## src/rtl/toaplan2_pcm_mixer.sv

```systemverilog
// toaplan2_pcm_mixer: N-channel PCM mixer, one shared MAC per output sample,
// ramped 4.4 gains, saturating output and peak-hold clip indicator.
// Ports: CLK96/RESET96_N clock and async low reset; CEN sample strobe;
//   CH_DIN/CH_GAIN/CH_EN/MUTE channel inputs; MIXED/SAMPLE mixed output and
//   its valid pulse; PEAK clip-hold flag; BUSY while a sample is in flight.
// Optional: define MIXER_DC_BLOCK_EN to add a one-pole DC blocker ahead of
//   saturation.
module toaplan2_pcm_mixer #(
    parameter int NCH       = 4,
    parameter int IW        = 16,
    parameter int WOUT      = 16,
    parameter int PEAK_HOLD = 4096
) (
    input  logic                CLK96,
    input  logic                RESET96_N,
    input  logic                CEN,
    input  logic [NCH*IW-1:0]   CH_DIN,
    input  logic [NCH*8-1:0]    CH_GAIN,
    input  logic [NCH-1:0]      CH_EN,
    input  logic                MUTE,
    output logic [WOUT-1:0]     MIXED,
    output logic                SAMPLE,
    output logic                PEAK,
    output logic                BUSY
);

    localparam int CW  = $clog2(NCH);
    localparam int PW  = IW + 9;
    localparam int AW  = IW + 9 + CW;
    localparam int RW  = AW - 4;
    localparam int PCW = $clog2(PEAK_HOLD + 1);

    localparam logic signed [RW-1:0] MAX_V =
        {{(RW-WOUT+1){1'b0}}, {(WOUT-1){1'b1}}};
    localparam logic signed [RW-1:0] MIN_V =
        {{(RW-WOUT+1){1'b1}}, {(WOUT-1){1'b0}}};

    typedef enum logic [1:0] {S_IDLE, S_LOAD, S_MAC, S_OUT} state_t;

    state_t                   state_q, state_d;
    logic [CW-1:0]            idx_q, idx_d;
    logic [NCH-1:0][IW-1:0]   snap_q, snap_d;
    logic [NCH-1:0][7:0]      gain_q, gain_d;
    logic signed [AW-1:0]     acc_q, acc_d, acc_sum;
    logic [WOUT-1:0]          mixed_q, mixed_d;
    logic                     peak_q, peak_d;
    logic [PCW-1:0]           pcnt_q, pcnt_d;

    logic signed [PW-1:0]     prod;
    logic signed [RW-1:0]     r, sat_in;
    logic                     last, fin, clip_hi, clip_lo;
    logic [7:0]               tgt;

    // Signed sample times zero-extended unsigned gain.
    assign prod    = PW'($signed(snap_q[idx_q]))
                   * PW'($signed({1'b0, gain_q[idx_q]}));
    assign acc_sum = acc_q + AW'(prod);
    assign r       = RW'(acc_sum >>> 4);
    assign last    = (idx_q == CW'(NCH - 1));
    // The final MAC step also registers the result so SAMPLE and MIXED
    // become valid together in the OUT cycle.
    assign fin     = (state_q == S_MAC) && last;

`ifdef MIXER_DC_BLOCK_EN
    localparam int DW = IW + 6;
    logic signed [DW-1:0] r_prev_q, r_prev_d, y_prev_q, y_prev_d;
    logic signed [DW-1:0] r_dc, y_dc;

    always_comb begin
        r_dc     = DW'(r);
        y_dc     = r_dc - r_prev_q + y_prev_q - (y_prev_q >>> 8);
        sat_in   = RW'(y_dc);
        r_prev_d = fin ? r_dc : r_prev_q;
        y_prev_d = fin ? y_dc : y_prev_q;
    end

    always_ff @(posedge CLK96 or negedge RESET96_N) begin
        if (!RESET96_N) begin
            r_prev_q <= '0;
            y_prev_q <= '0;
        end else begin
            r_prev_q <= r_prev_d;
            y_prev_q <= y_prev_d;
        end
    end
`else
    assign sat_in = r;
`endif

    assign clip_hi = (sat_in > MAX_V);
    assign clip_lo = (sat_in < MIN_V);

    always_comb begin
        state_d = state_q;
        idx_d   = idx_q;
        snap_d  = snap_q;
        gain_d  = gain_q;
        acc_d   = acc_q;
        mixed_d = mixed_q;
        peak_d  = peak_q;
        pcnt_d  = pcnt_q;
        tgt     = '0;
        unique case (state_q)
            S_IDLE: begin
                if (CEN) state_d = S_LOAD;
            end
            S_LOAD: begin
                snap_d  = CH_DIN;
                acc_d   = '0;
                idx_d   = '0;
                state_d = S_MAC;
                // Anti-zipper: move one LSB per sample toward target.
                for (int k = 0; k < NCH; k++) begin
                    tgt = (MUTE || !CH_EN[k]) ? 8'h00 : CH_GAIN[k*8 +: 8];
                    if (gain_q[k] < tgt)
                        gain_d[k] = gain_q[k] + 8'd1;
                    else if (gain_q[k] > tgt)
                        gain_d[k] = gain_q[k] - 8'd1;
                end
            end
            S_MAC: begin
                acc_d = acc_sum;
                if (last) begin
                    state_d = S_OUT;
                    if (clip_hi)
                        mixed_d = {1'b0, {(WOUT-1){1'b1}}};
                    else if (clip_lo)
                        mixed_d = {1'b1, {(WOUT-1){1'b0}}};
                    else
                        mixed_d = sat_in[WOUT-1:0];
                    // PEAK holds while the counter from the last clip
                    // has not yet run out.
                    if (clip_hi || clip_lo) begin
                        peak_d = 1'b1;
                        pcnt_d = PCW'(PEAK_HOLD - 1);
                    end else begin
                        peak_d = (pcnt_q != '0);
                        if (pcnt_q != '0) pcnt_d = pcnt_q - PCW'(1);
                    end
                end else begin
                    idx_d = idx_q + CW'(1);
                end
            end
            S_OUT: begin
                state_d = S_IDLE;
            end
        endcase
    end

    always_ff @(posedge CLK96 or negedge RESET96_N) begin
        if (!RESET96_N) begin
            state_q <= S_IDLE;
            idx_q   <= '0;
            snap_q  <= '0;
            gain_q  <= '0;
            acc_q   <= '0;
            mixed_q <= '0;
            peak_q  <= 1'b0;
            pcnt_q  <= '0;
        end else begin
            state_q <= state_d;
            idx_q   <= idx_d;
            snap_q  <= snap_d;
            gain_q  <= gain_d;
            acc_q   <= acc_d;
            mixed_q <= mixed_d;
            peak_q  <= peak_d;
            pcnt_q  <= pcnt_d;
        end
    end

    assign MIXED  = mixed_q;
    assign SAMPLE = (state_q == S_OUT);
    assign PEAK   = peak_q;
    assign BUSY   = (state_q != S_IDLE);

endmodule

```

## config.mk

```make
export PLATFORM = sky130hd
export DESIGN_NAME = toaplan2_pcm_mixer
export DESIGN_NICKNAME = d
export VERILOG_FILES = /design/src/rtl/toaplan2_pcm_mixer.sv
export SDC_FILE = /design/constraint.sdc
export NUM_CORES = 1
export LEC_CHECK = 0
export CAP_MARGIN = 20
export CORE_AREA = 10 10 159 161
export DETAILED_ROUTE_END_ITERATION = 6
export DIE_AREA = 0 0 169 171
export HOLD_SLACK_MARGIN = 0.02
export PLACE_DENSITY = 0.95
export RECOVER_POWER = 100
export SLEW_MARGIN = 10
export SYNTH_ARGS = -nofsm -noshare
export SYNTH_HDL_FRONTEND = slang
export SYNTH_SLANG_ARGS = --single-unit
```

## constraint.sdc

```tcl
create_clock -name CLK96 -period 19.2 [get_ports CLK96]
set_clock_uncertainty 0.1 [all_clocks]
set_input_delay 5.76 -clock CLK96 [delete_from_list [all_inputs] [get_ports CLK96]]
set_output_delay 5.76 -clock CLK96 [all_outputs]
set_load 0.02 [all_outputs]
```

==> results.ini, run 1 <==
[run_status]
outcome=finished with violations
failed_checks=max-capacitance violations, max-slew violations

[cells_and_area]
nets=1852
drive_gt1_share_pct=9.88
syn2layout_area_growth_pct=13.8

[critical_path]
crit_path_cell_trace=clkbuf_1 -> clkbuf_1
timing.rr.start=idx_q[0]$_DFFE_PN0P_
crit_slowest_cell=clkbuf_1
startpoint_type=input port
r2r_slack_ps=9360
endpoint_kind=asynchronous set/reset pin
crit_top_cell=clkbuf_1
cp_data_arrival_time_ps=12020
reg2regPathDepth=21
crit_type=in -> async
slowest_delay_ps=3280
critPathBufInv=2
critPathRequiredTime_ps=18780
path_max_fanout=85
critical_path.top_delay_family=buffers and inverters
regToRegEndpoint=pcnt_q[4]$_DFFE_PN0P_

[timing]
slew_headroom_pct=-218
tightest_slew_ps=4770
rsz0062_at_grt=no
fin_ws_ps=6760
final_hold_viol_count=0
setup_tns_ps=0
max_freq_mhz=80.4
period_minus_slack_ps=12440
drv_slew=188
finalSetupViolations=0
fin_crit_sh_pct=64.8
whs_ps=387

[synthesis]
synth_area_leaders=dfrtp_1, fa_1, ha_1, mux2_2, inv_1
syn_area_mm2=0.0142
ys_seq_area_share_pct=27.6
ys_ff_latch=157
synth-edff-count=0
synth_cell_types=65
yosysTopAreaCell=dfrtp_1
yosysWarnings=0
synth_common_cells=inv_1, dfrtp_1, nand2_1, fa_1, ha_1
synthFlopType=dfrtp_1
synth.top_cell.area_share_pct=27.6
syn_area_per_cell_um2=10.2
ys_async_sr_fraction_pct=100
synth_nets=1756
synthCells=1399
yosysMostFrequentCell=inv_1

[place]
dp_slack_ps=8860
hpwlAfterDp_um=26800
gp_congestion=0.935
portBuffers=122

[global_route]
grt_pass1_vias=11800
antenna_found_initial=2
overflow=0
grt_max_degree=86
grt_usage_pct=25.2
grt_pass1_wl_um=59200

[route]
ant_nets=0
drtPass1Iterations=6
via_count=10900
post_drt_wl_per_cell_um=19.8
drt_iter0_markers=880
viasPerCell=6.05
routed_wl_um=35600
drc=0

[hold_path]
whs_path_depth=2
worstHoldStart=MIXED[15]$_DFFE_PN0P_
holdPathEnd=MIXED[15]$_DFFE_PN0P_
holdCritPathClass=reg -> reg

[floorplanning]
start_util_pct=64.0
coreArea_mm2=0.0222
die_x_um=169
ios=123
fp.dieH_um=171
dieArea_mm2=0.0289
num_rows=55

[clocking]
hold_buffers=0
h-tree-depth=4
postCtsSetupRepairBufs=0
clk_latency_ps=450
clockRootBuffer=clkbuf_16
cts_buffers=17
cts_tree=done
cts_resized=0
clkSinkCount=157
path_clk_slew_ps=70
cts_max_path_buffers=2

[run]
max-cap-violations=3

==> cells by family (layout without fill, tap and decap cells) <==
kind of cell | count (synthesis) | after routing | share of synthesized area (%)
simple gates | 333 | 333 | 11.9
fa+ha+maj | 253 | 253 | 29.2
buf+inv | 252 | 361 | 6.82
compound gates | 242 | 242 | 10.8
flops | 157 | 157 | 27.6
mux | 101 | 101 | 9.97
xor+xnor | 61 | 61 | 3.75
other cells | 0 | 2 | 0
==> registers in the layout, indices dropped and copies added (netlist names) <==
register,cells
MIXED,16
PEAK,1
acc_q,27
gain_q,32
idx_q,2
pcnt_q,13
snap_q,64
state_q,2
==> per-stage QoR <==
step / util [%] / cells / cell area [um2]
after floorplan: - / 1399 / 14200
after global placement: 70.3 / 1758 / 15600
after detailed placement: 70.3 / 1758 / 15600
after CTS: 73.0 / 1790 / 16200
after global routing: 72.9 / 1795 / 16200
final: 72.9 / 1795 / 16200
==> cell type report <==
class	count	area (um2)
Timing Repair Buffer	131	1260
Fill cell	1416	6030
Sequential cell	157	3930
Multi-Input combinational cell	990	9300
Clock buffer	18	439
Clock inverter	14	159
Antenna cell	2	5.00
Tap cell	285	357
Inverter	198	743
==> how the worst max path moves through the flow <==
stage | endpoint | from | cells past startpoint | slack [ps]
after floorplan | gain_q[15]$_DFFE_PN0P_ | CH_EN[1] | 18 | 10040
after global placement | gain_q[23]$_DFFE_PN0P_ | MUTE | 18 | 9160
after detailed placement | gain_q[23]$_DFFE_PN0P_ | MUTE | 18 | 8860
after CTS | gain_q[23]$_DFFE_PN0P_ | MUTE | 18 | 9270
after global routing | gain_q[25]$_DFFE_PN0P_ | RESET96_N | 2 | 5400
final | gain_q[19]$_DFFE_PN0P_ | RESET96_N | 2 | 6760
==> placed cells by master (no fill, tap or decap), types with 6 or more instances in the layout <==
master / instances
dfrtp_1: 157
fa_1: 131
or3_1: 7
clkdlybuf4s50_1: 37
a22o_1: 8
nand2_1: 141
mux4_2: 24
inv_8: 6
nor2_1: 26
inv_1: 198
mux2_2: 75
nand3_1: 16
a21o_1: 35
a21oi_1: 63
clkbuf_16: 17
xnor2_1: 32
and2_0: 8
and2_1: 77
nor3_1: 6
nand2b_1: 7
o22a_1: 9
o22ai_1: 19
o21ai_0: 67
nor2b_1: 12
dlygate4sd3_1: 84
xor2_1: 29
nand4_1: 12
ha_1: 121
==> routing by layer <==
| layer | up-vias | GRT usage (%) | wire length (um) |
|---|---|---|---|
| met5 | - | 0 | 0 |
| met4 | 0 | 9.08 | 891 |
| met3 | 99 | 6.38 | 2720 |
| met2 | 490 | 43.2 | 18000 |
| met1 | 5379 | 30.2 | 14000 |
| li1 | 4888 | - | - |
Power of run 1 is not shown: default switching activity piles up to over one toggle a cycle in this logic, so the estimate is an artifact.
==> run 2: changes to the inputs <==
Settings changed: CORE_AREA 10 10 159 161 to 10 10 166 168, DIE_AREA 0 0 169 171 to 0 0 176 178, PLACE_DENSITY 0.95 to 0.92.
Clock period 19.2 ns to 12.5 ns, I/O delays scaled along.
==> run 2 against run 1 <==
Effect of this change:
- the flow still finishes with violations (max-capacitance violations, max-slew violations)
- global-route usage down 3.3 points
- highest routed layer unchanged
- critical path depth up 20
- clock-buffer cell count down 1
- worst setup slack worse by 3900 ps
==> results.ini, run 2 (same netlist as run 1, synthesis figures left out) <==
[run_status]
outcome=finished with violations  ; unchanged
failed_checks=max-capacitance violations, max-slew violations  ; unchanged

[clocking]
path_clk_slew_ps=70  ; about the same
cts_buffers=17  ; unchanged
postCtsSetupRepairBufs=0  ; unchanged
clockRootBuffer=clkbuf_16  ; unchanged
clk_latency_ps=460  ; was 450 ps
h-tree-depth=4  ; unchanged
clkSinkCount=157  ; unchanged
cts_resized=0  ; unchanged
hold_buffers=0  ; unchanged
cts_max_path_buffers=2  ; unchanged
cts_tree=done  ; unchanged

[route]
drt_iter0_markers=751  ; was 880
drc=0  ; unchanged
routed_wl_um=33600  ; was 35,600 um
viasPerCell=5.78  ; was 6.05
ant_nets=0  ; unchanged
drtPass1Iterations=5  ; was 6
post_drt_wl_per_cell_um=18.3  ; was 19.8 um
via_count=10600  ; was 10,900

[floorplanning]
dieArea_mm2=0.0313  ; was 0.0289 mm2
start_util_pct=59.0  ; was 64.0%
coreArea_mm2=0.0241  ; was 0.0222 mm2
die_x_um=176  ; was 169 um
fp.dieH_um=178  ; was 171 um
num_rows=57  ; was 55
ios=123  ; unchanged

[cells_and_area]
layout_common_cells=inv_1, dfrtp_1, nand2_1  ; unchanged
design_area_mm2=0.0163  ; was 0.0162 mm2
drive_gt1_share_pct=9.95  ; was 9.88%
largest_register=snap_q  ; unchanged
final_common_cell=inv_1  ; unchanged
largest_reg_flops=64  ; unchanged
reg.largest.list=snap_q: 64 flops, gain_q: 32 flops, acc_q: 27 flops  ; unchanged
nets=1852  ; unchanged
syn2layout_area_growth_pct=14.3  ; was 13.8%
layoutNonFillerInstCount=1833  ; was 1,795

[timing]
finalSetupViolations=0  ; unchanged
period_minus_slack_ps=9650
rsz0062_at_grt=no  ; unchanged
setup_tns_ps=0  ; unchanged
drv_slew=107  ; was 188
max_freq_mhz=104
fin_crit_sh_pct=77.2
tightest_slew_ps=4250  ; was 4770 ps
final_hold_viol_count=0  ; unchanged
fin_ws_ps=2850  ; was 6760 ps
slew_headroom_pct=-183  ; was -218%

[critical_path]
startpoint_type=register  ; was input port
critPathRequiredTime_ps=12680  ; was 18,780 ps
endpoint_kind=register  ; was asynchronous set/reset pin
path_max_fanout=27  ; was 85
cp_data_arrival_time_ps=9830  ; was 12,020 ps
crit_type=reg -> reg  ; was in -> async

[global_route]
grt_pass1_wl_um=55900  ; was 59,200 um
overflow=0  ; unchanged
antenna_found_initial=1  ; was 2
grt_max_degree=81  ; was 86
grt_pass1_vias=11400  ; was 11,800
grt_usage_pct=21.9  ; was 25.2%

[place]
placed_area_mm2=0.0157  ; was 0.0156 mm2
gp_congestion=0.950  ; was 0.935
dp_cells=1798  ; was 1,758
portBuffers=122  ; unchanged
dp_slack_ps=4190  ; was 8860 ps
hpwlAfterDp_um=25800  ; was 26,800 um

[hold_path]
holdCritPathClass=reg -> reg  ; unchanged

[run]
max-cap-violations=2  ; was 3

[run 2: metal layers]
layer / global-route usage, % / vias to the layer above / part of all wire, %
met2: 37.1 / 403 / 50
met5: 0 / - / 0
met3: 4.61 / 66 / 6.6
met1: 27.6 / 5260 / 42
met4: 6.82 / 0 / 1.9
li1: - / 4874 / -
[run 2: final cells by class]
class	count	area, um2
fill	1753	7840
clock inverter	15	184
timing repair buffer	131	1260
clock buffer	17	425
sequential	157	3930
antenna	1	2.50
inverter	198	743
tap	324	405
multi-input combinational	990	9310
[run 2: metrics by stage]
step / util, % / hold WS (ps)
after floorplan: - / 364
after global placement: 65.1 / 366
after detailed placement: 65.1 / 387
after CTS: 67.6 / 403
after global routing: 67.5 / 427
final: 67.5 / 384
[run 2: critical path: stages (launching register included)]
cell      delay, ps
dfrtp_1         330
clkbuf_1       1530
mux4_2          860
and2_0          300
fa_1            460
inv_1           280
fa_1            580
fa_1            560
inv_1            60
fa_1            530
inv_1            60
fa_1            490
inv_1            40
ha_1            390
a21oi_1         320
o21ai_0         250
o31ai_1         320
a21oi_1          90
xnor2_1         210
nor4_1          390
nand4_1         560
mux2i_4         580
o221ai_1        170
[run 2: final timing paths]
check                                 startpoint  depth (start not counted)                endpoint  slack, ps
max                         idx_q[0]$_DFFE_PN0P_                         22   pcnt_q[1]$_DFFE_PN0P_       2850
min                        MIXED[15]$_DFFE_PN0P_                          2   MIXED[15]$_DFFE_PN0P_        380
max reg2reg                 idx_q[0]$_DFFE_PN0P_                         22   pcnt_q[1]$_DFFE_PN0P_       2850
min reg2reg                MIXED[15]$_DFFE_PN0P_                          2   MIXED[15]$_DFFE_PN0P_        380
max in group asynchronous              RESET96_N                          2   snap_q[5]$_DFFE_PN0P_       4930
min in group asynchronous              RESET96_N                          1  pcnt_q[10]$_DFFE_PN0P_       4710
Power of run 2 is left out for the same reason.
==> run 3: changes to the inputs <==
Clock period 12.5 ns to 9.26 ns, I/O delays scaled along.
==> run 3 against run 2 <==
Effect of this change:
- the flow still finishes with violations (max-capacitance violations, max-slew violations)
- register-to-register slack worse by 1900 ps
- via count is 1.2% higher
- routed wire length increased by 2.6%
- critical path depth unchanged
- core utilization barely moved
- clock-buffer cell count up 1
- non-clock buffer count increased by 2
- worst setup slack got worse by 1900 ps
- cell count is essentially flat
- critical endpoint unchanged
==> results.ini, run 3 (same netlist as run 1, synthesis figures left out) <==
[run_status]
outcome=finished with violations  ; unchanged
failed_checks=max-capacitance violations, max-slew violations  ; unchanged

[floorplanning]
die_x_um=176  ; unchanged
fp.dieH_um=178  ; unchanged
dieArea_mm2=0.0313  ; unchanged
num_rows=57  ; unchanged
coreArea_mm2=0.0241  ; unchanged
ios=123  ; unchanged
start_util_pct=59.0  ; unchanged

[global_route]
grt_pass1_wl_um=58200  ; was 55,900 um
grt_max_degree=81  ; unchanged
overflow=0  ; unchanged
antenna_found_initial=0  ; was 1
grt_pass1_vias=11600  ; was 11,400
grt_usage_pct=22.8  ; was 21.9%

[critical_path]
startpoint_type=register  ; unchanged
path_max_fanout=19  ; was 27
worstSetupStartpoint=idx_q[0]$_DFFE_PN0P_  ; unchanged
crit_slowest_cell=mux4_2  ; was clkbuf_1
timing.rr.start=idx_q[0]$_DFFE_PN0P_  ; unchanged
crit_type=reg -> reg  ; unchanged
crit_top_cell=fa_1  ; unchanged
cp_data_arrival_time_ps=8470  ; was 9830 ps
endpoint_kind=register  ; unchanged
critPathRequiredTime_ps=9430  ; was 12,680 ps
slowest_delay_ps=640  ; was 1530 ps
crit_path_cell_trace=buf_4 -> mux4_2 -> and2_0 -> fa_1 -> inv_1 -> fa_1 -> inv_1 -> fa_1 -> fa_1 -> inv_1 -> fa_1 -> inv_1 -> ha_1 -> a21oi_1 -> a21oi_1 -> a211o_1 -> a211oi_1 -> a21bo_2 -> xor2_1 -> nand4_2 -> mux2i_4 -> o221ai_1  ; was clkbuf_1 -> mux4_2 -> and2_0 -> fa_1 -> inv_1 -> fa_1 -> fa_1 -> inv_1 -> fa_1 -> inv_1 -> fa_1 -> inv_1 -> ha_1 -> a21oi_1 -> o21ai_0 -> o31ai_1 -> a21oi_1 -> xnor2_1 -> nor4_1 -> nand4_1 -> mux2i_4 -> o221ai_1

[cells_and_area]
fill_cells=1733  ; was 1,753
layout_common_cells=inv_1, dfrtp_1, nand2_1  ; unchanged
num_antenna_cells=0  ; was 1
largest_register=snap_q  ; unchanged
final_common_cell=inv_1  ; unchanged
syn2layout_area_growth_pct=14.2  ; was 14.3%
largest_reg_flops=64  ; unchanged
drive_gt1_share_pct=9.60  ; was 9.95%
nets=1854  ; was 1,852
design_area_mm2=0.0163  ; about the same
reg.largest.list=snap_q: 64 flops, gain_q: 32 flops, acc_q: 27 flops  ; unchanged

[timing]
whs_ps=381  ; was 384 ps
rsz0062_at_grt=no  ; unchanged
setup_tns_ps=0  ; unchanged
max_freq_mhz=120  ; was 104 MHz
fin_crit_sh_pct=89.7  ; was 77.2%
fin_ws_ps=956  ; was 2850 ps
slew_headroom_pct=-186  ; was -183%
tightest_slew_ps=4280  ; was 4250 ps
finalSetupViolations=0  ; unchanged
period_minus_slack_ps=8300  ; was 9650 ps
final_hold_viol_count=0  ; unchanged
drv_slew=160  ; was 107

[clocking]
cts_max_path_buffers=2  ; unchanged
hold_buffers=0  ; unchanged
path_clk_slew_ps=70  ; about the same
clockRootBuffer=clkbuf_16  ; unchanged
h-tree-depth=4  ; unchanged
clk_latency_ps=440  ; was 460 ps
postCtsSetupRepairBufs=0  ; unchanged
clkSinkCount=157  ; unchanged
cts_buffers=17  ; unchanged
cts_resized=0  ; unchanged
cts_tree=done  ; unchanged

[route]
met2_length_um=17000  ; was 16,700 um
routed.top_layer=met4  ; unchanged
ant_nets=0  ; unchanged
routed_wl_um=34400  ; was 33,600 um
via_count=10700  ; was 10,600
drt_iter0_markers=956  ; was 751
drtPass1Iterations=5  ; unchanged
drc=0  ; unchanged
post_drt_wl_per_cell_um=18.8  ; was 18.3 um
wl_met1_um=14300  ; was 14,000 um
viasPerCell=5.85  ; was 5.78
dr_wl_met3_um=2440  ; was 2200 um

[place]
dp_slack_ps=1100  ; was 4190 ps
gp_congestion=0.969  ; was 0.950
placed_area_mm2=0.0157  ; about the same
hpwlAfterDp_um=26400  ; was 25,800 um
portBuffers=122  ; unchanged

[hold_path]
worstHoldStart=MIXED[15]$_DFFE_PN0P_  ; unchanged
holdCritPathClass=reg -> reg  ; unchanged

[run]
max-cap-violations=2  ; unchanged

-- run 3: worst paths after layout --
path	slack (ps)	to	cells past startpoint
max in group asynchronous	1750	snap_q[44]$_DFFE_PN0P_	2
max	960	pcnt_q[1]$_DFFE_PN0P_	22
max reg2reg	960	pcnt_q[1]$_DFFE_PN0P_	22
min reg2reg	380	MIXED[15]$_DFFE_PN0P_	2
min	380	MIXED[15]$_DFFE_PN0P_	2
min in group asynchronous	3770	pcnt_q[9]$_DFFE_PN0P_	1
-- run 3: routing by layer --
metal / up-vias / global-route usage (%)
met4: 0 / 7.06
met1: 5342 / 28.8
met2: 446 / 38.6
li1: 4866 / -
met5: - / 0
met3: 73 / 4.86
-- run 3: stage by stage --
stage	cells	util [%]
6_report	1834	67.4
4_1_cts	1833	67.7
3_5_place_dp	1801	65.2
5_1_grt	1834	67.4
3_3_place_gp	1801	65.2
2_1_floorplan	1399	-
-- run 3: area by class of cell --
type	count	area, um2	area share [%]
clock buffers	18	429	2.64
clock inverters	14	175	1.08
inverters	198	743	4.57
multi-input cells	990	9300	57.2
flip-flops and latches	157	3930	24.2
well taps	324	405	2.49
repair buffers	133	1270	7.83
-- run 3: critical path: cells and delay by family (launching register included) --
kind / cells / cell delay (ps)
adders and majority gates: 6 / 3040
AOI/OAI and AO/OA: 6 / 1450
muxes: 2 / 1150
buffers and inverters: 5 / 740
and+or+nand+nor: 2 / 650
DFF: 1 / 630
xor gates and xnor gates: 1 / 380
Power of run 3 is left out for the same reason.
